**config.mk**
```make
export PLATFORM = sky130hd
export DESIGN_NAME = sd_kin_sequencer
export DESIGN_NICKNAME = d
export VERILOG_FILES = /design/src/rtl/sd_kin_sequencer.sv
export SDC_FILE = /design/constraint.sdc
export NUM_CORES = 1
export LEC_CHECK = 0
export BUFFER_PORTS_ARGS = -buffer_cell sky130_fd_sc_hd__buf_4
export CAP_MARGIN = 20
export CORE_MARGIN = 2
export CORE_UTILIZATION = 45
export DETAILED_ROUTE_END_ITERATION = 7
export PLACE_DENSITY = 0.68
export SETUP_SLACK_MARGIN = 0.2
export SLEW_MARGIN = 5
export SYNTH_ARGS = -nofsm -noshare
export SYNTH_HDL_FRONTEND = slang
export SYNTH_SLANG_ARGS = --single-unit
```
**constraint.sdc**
```tcl
create_clock -name clk -period 7.6 [get_ports clk]
set_input_delay 0 -clock clk [delete_from_list [all_inputs] [get_ports clk]]
set_output_delay 0 -clock clk [all_outputs]
set_load 0.01 [all_outputs]
```
**src/rtl/sd_kin_sequencer.sv**
```systemverilog
// Frequency-word sequencer for the sigma-delta modulator: slews kin to each requested
// target, dwells, then chains or ramps to zero and parks the modulator. Option: SD_SEQ_MUTE_EN.
module sd_kin_sequencer #(
    parameter int          BITWIDTH = 32,
    parameter int          DWELLW   = 16,
    parameter int unsigned STEP     = 1024
) (
    input  logic                clk,
    input  logic                reset,
`ifdef SD_SEQ_MUTE_EN
    input  logic                mute,
`endif
    input  logic                req_valid,
    output logic                req_ready,
    input  logic [BITWIDTH-1:0] req_kin,
    input  logic [DWELLW-1:0]   req_dwell,
    output logic [BITWIDTH-1:0] kin,
    output logic                sd_reset,
    output logic                busy,
    output logic                done
);

    localparam logic [1:0] S_IDLE   = 2'd0;
    localparam logic [1:0] S_RAMP   = 2'd1;
    localparam logic [1:0] S_DWELL  = 2'd2;
    localparam logic [1:0] S_RAMPDN = 2'd3;

    localparam logic [BITWIDTH:0] STEP_W = (BITWIDTH+1)'(STEP);

    logic [1:0]          state;
    logic [DWELLW-1:0]   cnt;
    logic [BITWIDTH-1:0] target;

    logic                mute_i;
    logic                last_dwell;
    logic                accept;
    logic [DWELLW-1:0]   dwell_eff;
    logic [BITWIDTH-1:0] slew_tgt;
    logic [BITWIDTH-1:0] kin_step;
    logic [BITWIDTH:0]   diff;
    logic                up;
    logic                arrive;

`ifdef SD_SEQ_MUTE_EN
    assign mute_i = mute & ((state == S_RAMP) | (state == S_DWELL));
`else
    assign mute_i = 1'b0;
`endif

    assign last_dwell = (state == S_DWELL) && (cnt == DWELLW'(1));
    assign req_ready  = (state == S_IDLE) || (last_dwell && !mute_i);
    assign accept     = req_valid && req_ready;
    assign busy       = (state != S_IDLE);
    assign done       = last_dwell && !mute_i;
    assign dwell_eff  = (req_dwell == '0) ? DWELLW'(1) : req_dwell;

    // Distance is taken one bit wider so a full-scale target can never wrap the compare.
    assign slew_tgt = (state == S_RAMPDN) ? '0 : target;
    assign up       = (slew_tgt >= kin);
    assign diff     = up ? ({1'b0, slew_tgt} - {1'b0, kin})
                         : ({1'b0, kin} - {1'b0, slew_tgt});
    assign arrive   = (diff <= STEP_W);
    assign kin_step = up ? (kin + STEP_W[BITWIDTH-1:0]) : (kin - STEP_W[BITWIDTH-1:0]);

    // NOTE: every register here uses <= so all of them sample the pre-edge values together.
    always_ff @(posedge clk or posedge reset) begin
        if (reset) begin
            state    <= S_IDLE;
            kin      <= '0;
            sd_reset <= 1'b1;
            cnt      <= '0;
            target   <= '0;
        end else begin
            case (state)
                S_IDLE: begin
                    if (accept) begin
                        target   <= req_kin;
                        cnt      <= dwell_eff;
                        sd_reset <= 1'b0;
                        state    <= S_RAMP;
                    end
                end
                S_RAMP: begin
                    if (mute_i) begin
                        target <= '0;
                        state  <= S_RAMPDN;
                    end else if (arrive) begin
                        kin   <= target;
                        state <= S_DWELL;
                    end else begin
                        kin <= kin_step;
                    end
                end
                S_DWELL: begin
                    if (mute_i) begin
                        target <= '0;
                        cnt    <= '0;
                        state  <= S_RAMPDN;
                    end else if (cnt != DWELLW'(1)) begin
                        cnt <= cnt - DWELLW'(1);
                    end else if (accept) begin
                        // Chained tone ramps straight from the current word, never via zero.
                        target <= req_kin;
                        cnt    <= dwell_eff;
                        state  <= S_RAMP;
                    end else begin
                        target <= '0;
                        cnt    <= '0;
                        state  <= S_RAMPDN;
                    end
                end
                S_RAMPDN: begin
                    if (arrive) begin
                        kin      <= '0;
                        sd_reset <= 1'b1;
                        state    <= S_IDLE;
                    end else begin
                        kin <= kin_step;
                    end
                end
                default: state <= S_IDLE;
            endcase
        end
    end

endmodule

```
==> results.ini <==
[cts]
h-tree-depth=3
clock_latency_ns=0.35
cts_tree=yes
cts.sinks=83
ctsResizeCount=0
cts_root_buf=clkbuf_16
hold_buffers=47
clkTransAtPathRegs_ns=0.07
cts.path.max_buffers=2
cts_buffers=9
cts_setup_buffers=0

[floorplanning]
die_y_um=142.1
dieArea_sq_um=20200
start_util_pct=45.90
row_count=50
die_w_um=142.1
num_io_pins=87
core_area_sq_um=18710

[pwr]
ir_worst_vdd_mv=0.2963
powerDensity_nw_per_um2=426.6
p_leak_nw=4.921

[global_route]
grt_max_degree=48
antenna_found_initial=0
grt_usage_pct=25.83
grt_pass1_vias=8012
grt_pass1_wl_mm=41.96
grt_overflow=0

[synthesis]
async_flop_share_pct=100.0
synthFlopType=dfrtp_1
postSynthAreaPerCell_sq_um=7.928
yosys.area.top_type_share_pct=23.90
synth_nets=1221
yosysSeqAreaShare_pct=24.21
synth_edf_count=0
synth.largest_area_cell=dfrtp_1
synth_common_cells=a21oi_1 (119), inv_1 (89), nand2_1 (88), ha_1 (86), nor2_1 (83)
synthTopCellsByArea=dfrtp_1 (24%), ha_1 (13%), a21oi_1 (6.9%), o21ai_0 (4.3%), mux2i_1 (4.0%)
synth_area_sq_um=8586
yosysWarnings=0
ys_ff_latch=83
synthCells=1083
synthDistinctLibCells=80
synth.most_common_cell=a21oi_1

[outcome]
status=completed

[critical_path]
cp-start-kind=flip-flop
critPathRequiredTime_ns=7.88
worst_r2r_path_depth=25
crit_arrival_ns=7.02
worst-path-max-fanout=42
reg2reg_setup_slack_ns=0.86
r2r_end=kin[31]
r2r_start=state[1]
end_kind=flip-flop
critical_path_class=reg2reg

[placed_design]
hpwl_mm=19.25
port-buffer-count=86
placed_area_sq_um=9273
gp_congestion=1.010

[sta]
fmax_ghz=0.1483
rsz0062_at_grt=false
min_period_ns=6.743
setup_violations=0
worst_pin_slew_ns=1.076
hold_violations=0
skew_ns=0.009439
drv_slew=0
max_slew_margin_pct=27.78
fin_crit_sh_pct=88.72
tns_ns=0

[layout]
stdcell_area_sq_um=10070
seq_area_sq_um=2078
multi_input_area_sq_um=5869
drive_gt1_share_pct=12.37
fillCellCount=1774
diodes=0
areaGrowthSynthToFinish_pct=17.30
fin_nets=1313

[min_path]
hold_path_depth=3
hold_class=in2reg
hold_end=state[0]
worstHoldStart=req_valid

[route]
totalWireLength_mm=25.89
wl_per_cell_um=18.31
drc=0
ant_nets=0
drtIter0Drc=732
viasPerCell=6.016
vias=8506
firstDrtPassIters=6

[flow_run]
drv_cap=0

## sequential cells by signal (all words and copies together), names as in the netlist
signal / cells
kin: 32
target: 32
sd_reset: 1
state: 2
cnt: 16
## per-layer routing
layer  track usage (%)  wire, um  vias up
met5                 0         0        -
met4             7.158       395        0
met3             3.331      1508       29
met2             40.25     11620      297
met1             37.58     12360     4082
li1                  -         -     4098
## stage by stage
step	setup slack, ns	hold WS (ns)	std cells	power [W]	util [%]
final	0.8572	0.03023	1414	0.004296	53.84
after global routing	0.2964	0.04238	1414	0.004659	53.84
after detailed placement	0.9772	0.1228	1350	0.003750	49.57
after floorplan	1.232	0.1327	1083	0.003025	-
after CTS	0.8973	0.02239	1413	0.004252	53.69
after global placement	1.078	0.1095	1350	0.003749	49.57
## cell families after synthesis
family / Yosys count / synth area share (%)
buf+inv: 149 / 7.505
fa+ha+maj: 87 / 12.77
flops: 83 / 24.21
mux: 37 / 4.357
xor+xnor: 45 / 4.591
compound gates: 369 / 28.67
simple gates: 313 / 17.91
## cell usage in the layout, fill, tap and decap left out, types with 7 or more instances in the layout
cell type,Yosys,layout
xor2_1,12,12
o211ai_1,10,10
inv_1,89,88
nand3_1,22,22
a22o_1,33,33
dfrtp_1,82,82
o21ai_0,73,73
nand2_1,88,88
clkbuf_16,0,9
xnor2_1,33,33
dlygate4sd3_1,0,47
nor4_1,12,12
o21a_1,11,11
a21oi_1,119,119
ha_1,86,86
nor2_1,83,83
mux2i_1,34,34
a21o_1,22,22
and3_1,8,8
and2_1,9,9
buf_4,2,92
o21ai_1,7,7
nor3_1,29,29
nand4_1,20,20
nand2b_1,9,9
o21bai_1,12,12
## final cells by class
class	count	share of cell area [%]
Inverter	90	3.392
Clock inverter	7	0.7454
Clock buffer	9	2.236
Timing Repair Buffer	140	11.80
Sequential cell	83	20.64
Multi-Input combinational cell	851	58.28
Tap cell	234	2.907
## worst max-delay path, cell delays in order, from the launching register on
cell and delay, ns:
dfrtp_1 0.45, nand2_1 0.10, buf_4 0.34, nand2_1 0.13, inv_1 0.09, ha_1 0.36
a21oi_1 0.30, o21ai_1 0.15, nor3_1 0.40, a211oi_2 0.13, or2_1 0.27, inv_4 0.42
ha_1 0.33, a21o_1 0.17, a21oi_1 0.22, o21ai_1 0.17, o31a_1 0.31, o41ai_1 0.64
or2_2 0.24, a31oi_1 0.11, a211oi_1 0.35, o21bai_1 0.10, a21oi_1 0.18, xnor2_1 0.10
or4_1 0.48, nand4_1 0.10
## worst max path at each step
stage	from	to	slack, ns	cells past startpoint
6_report	state[1]	kin[31]	0.86	25
5_1_grt	state[1]	kin[31]	0.30	25
4_1_cts	state[1]	kin[31]	0.90	25
3_5_place_dp	state[1]	kin[31]	0.98	25
3_3_place_gp	state[1]	kin[31]	1.08	25
2_1_floorplan	state[0]	kin[31]	1.23	30
## report_power, final
group / internal (W) / switching (W) / total (W)
combinational: 0.00132 / 0.00183 / 0.00315
clock: 0.000257 / 0.000204 / 0.000461
sequential: 0.000554 / 0.000131 / 0.000685
(Power assumes the default switching activity.)
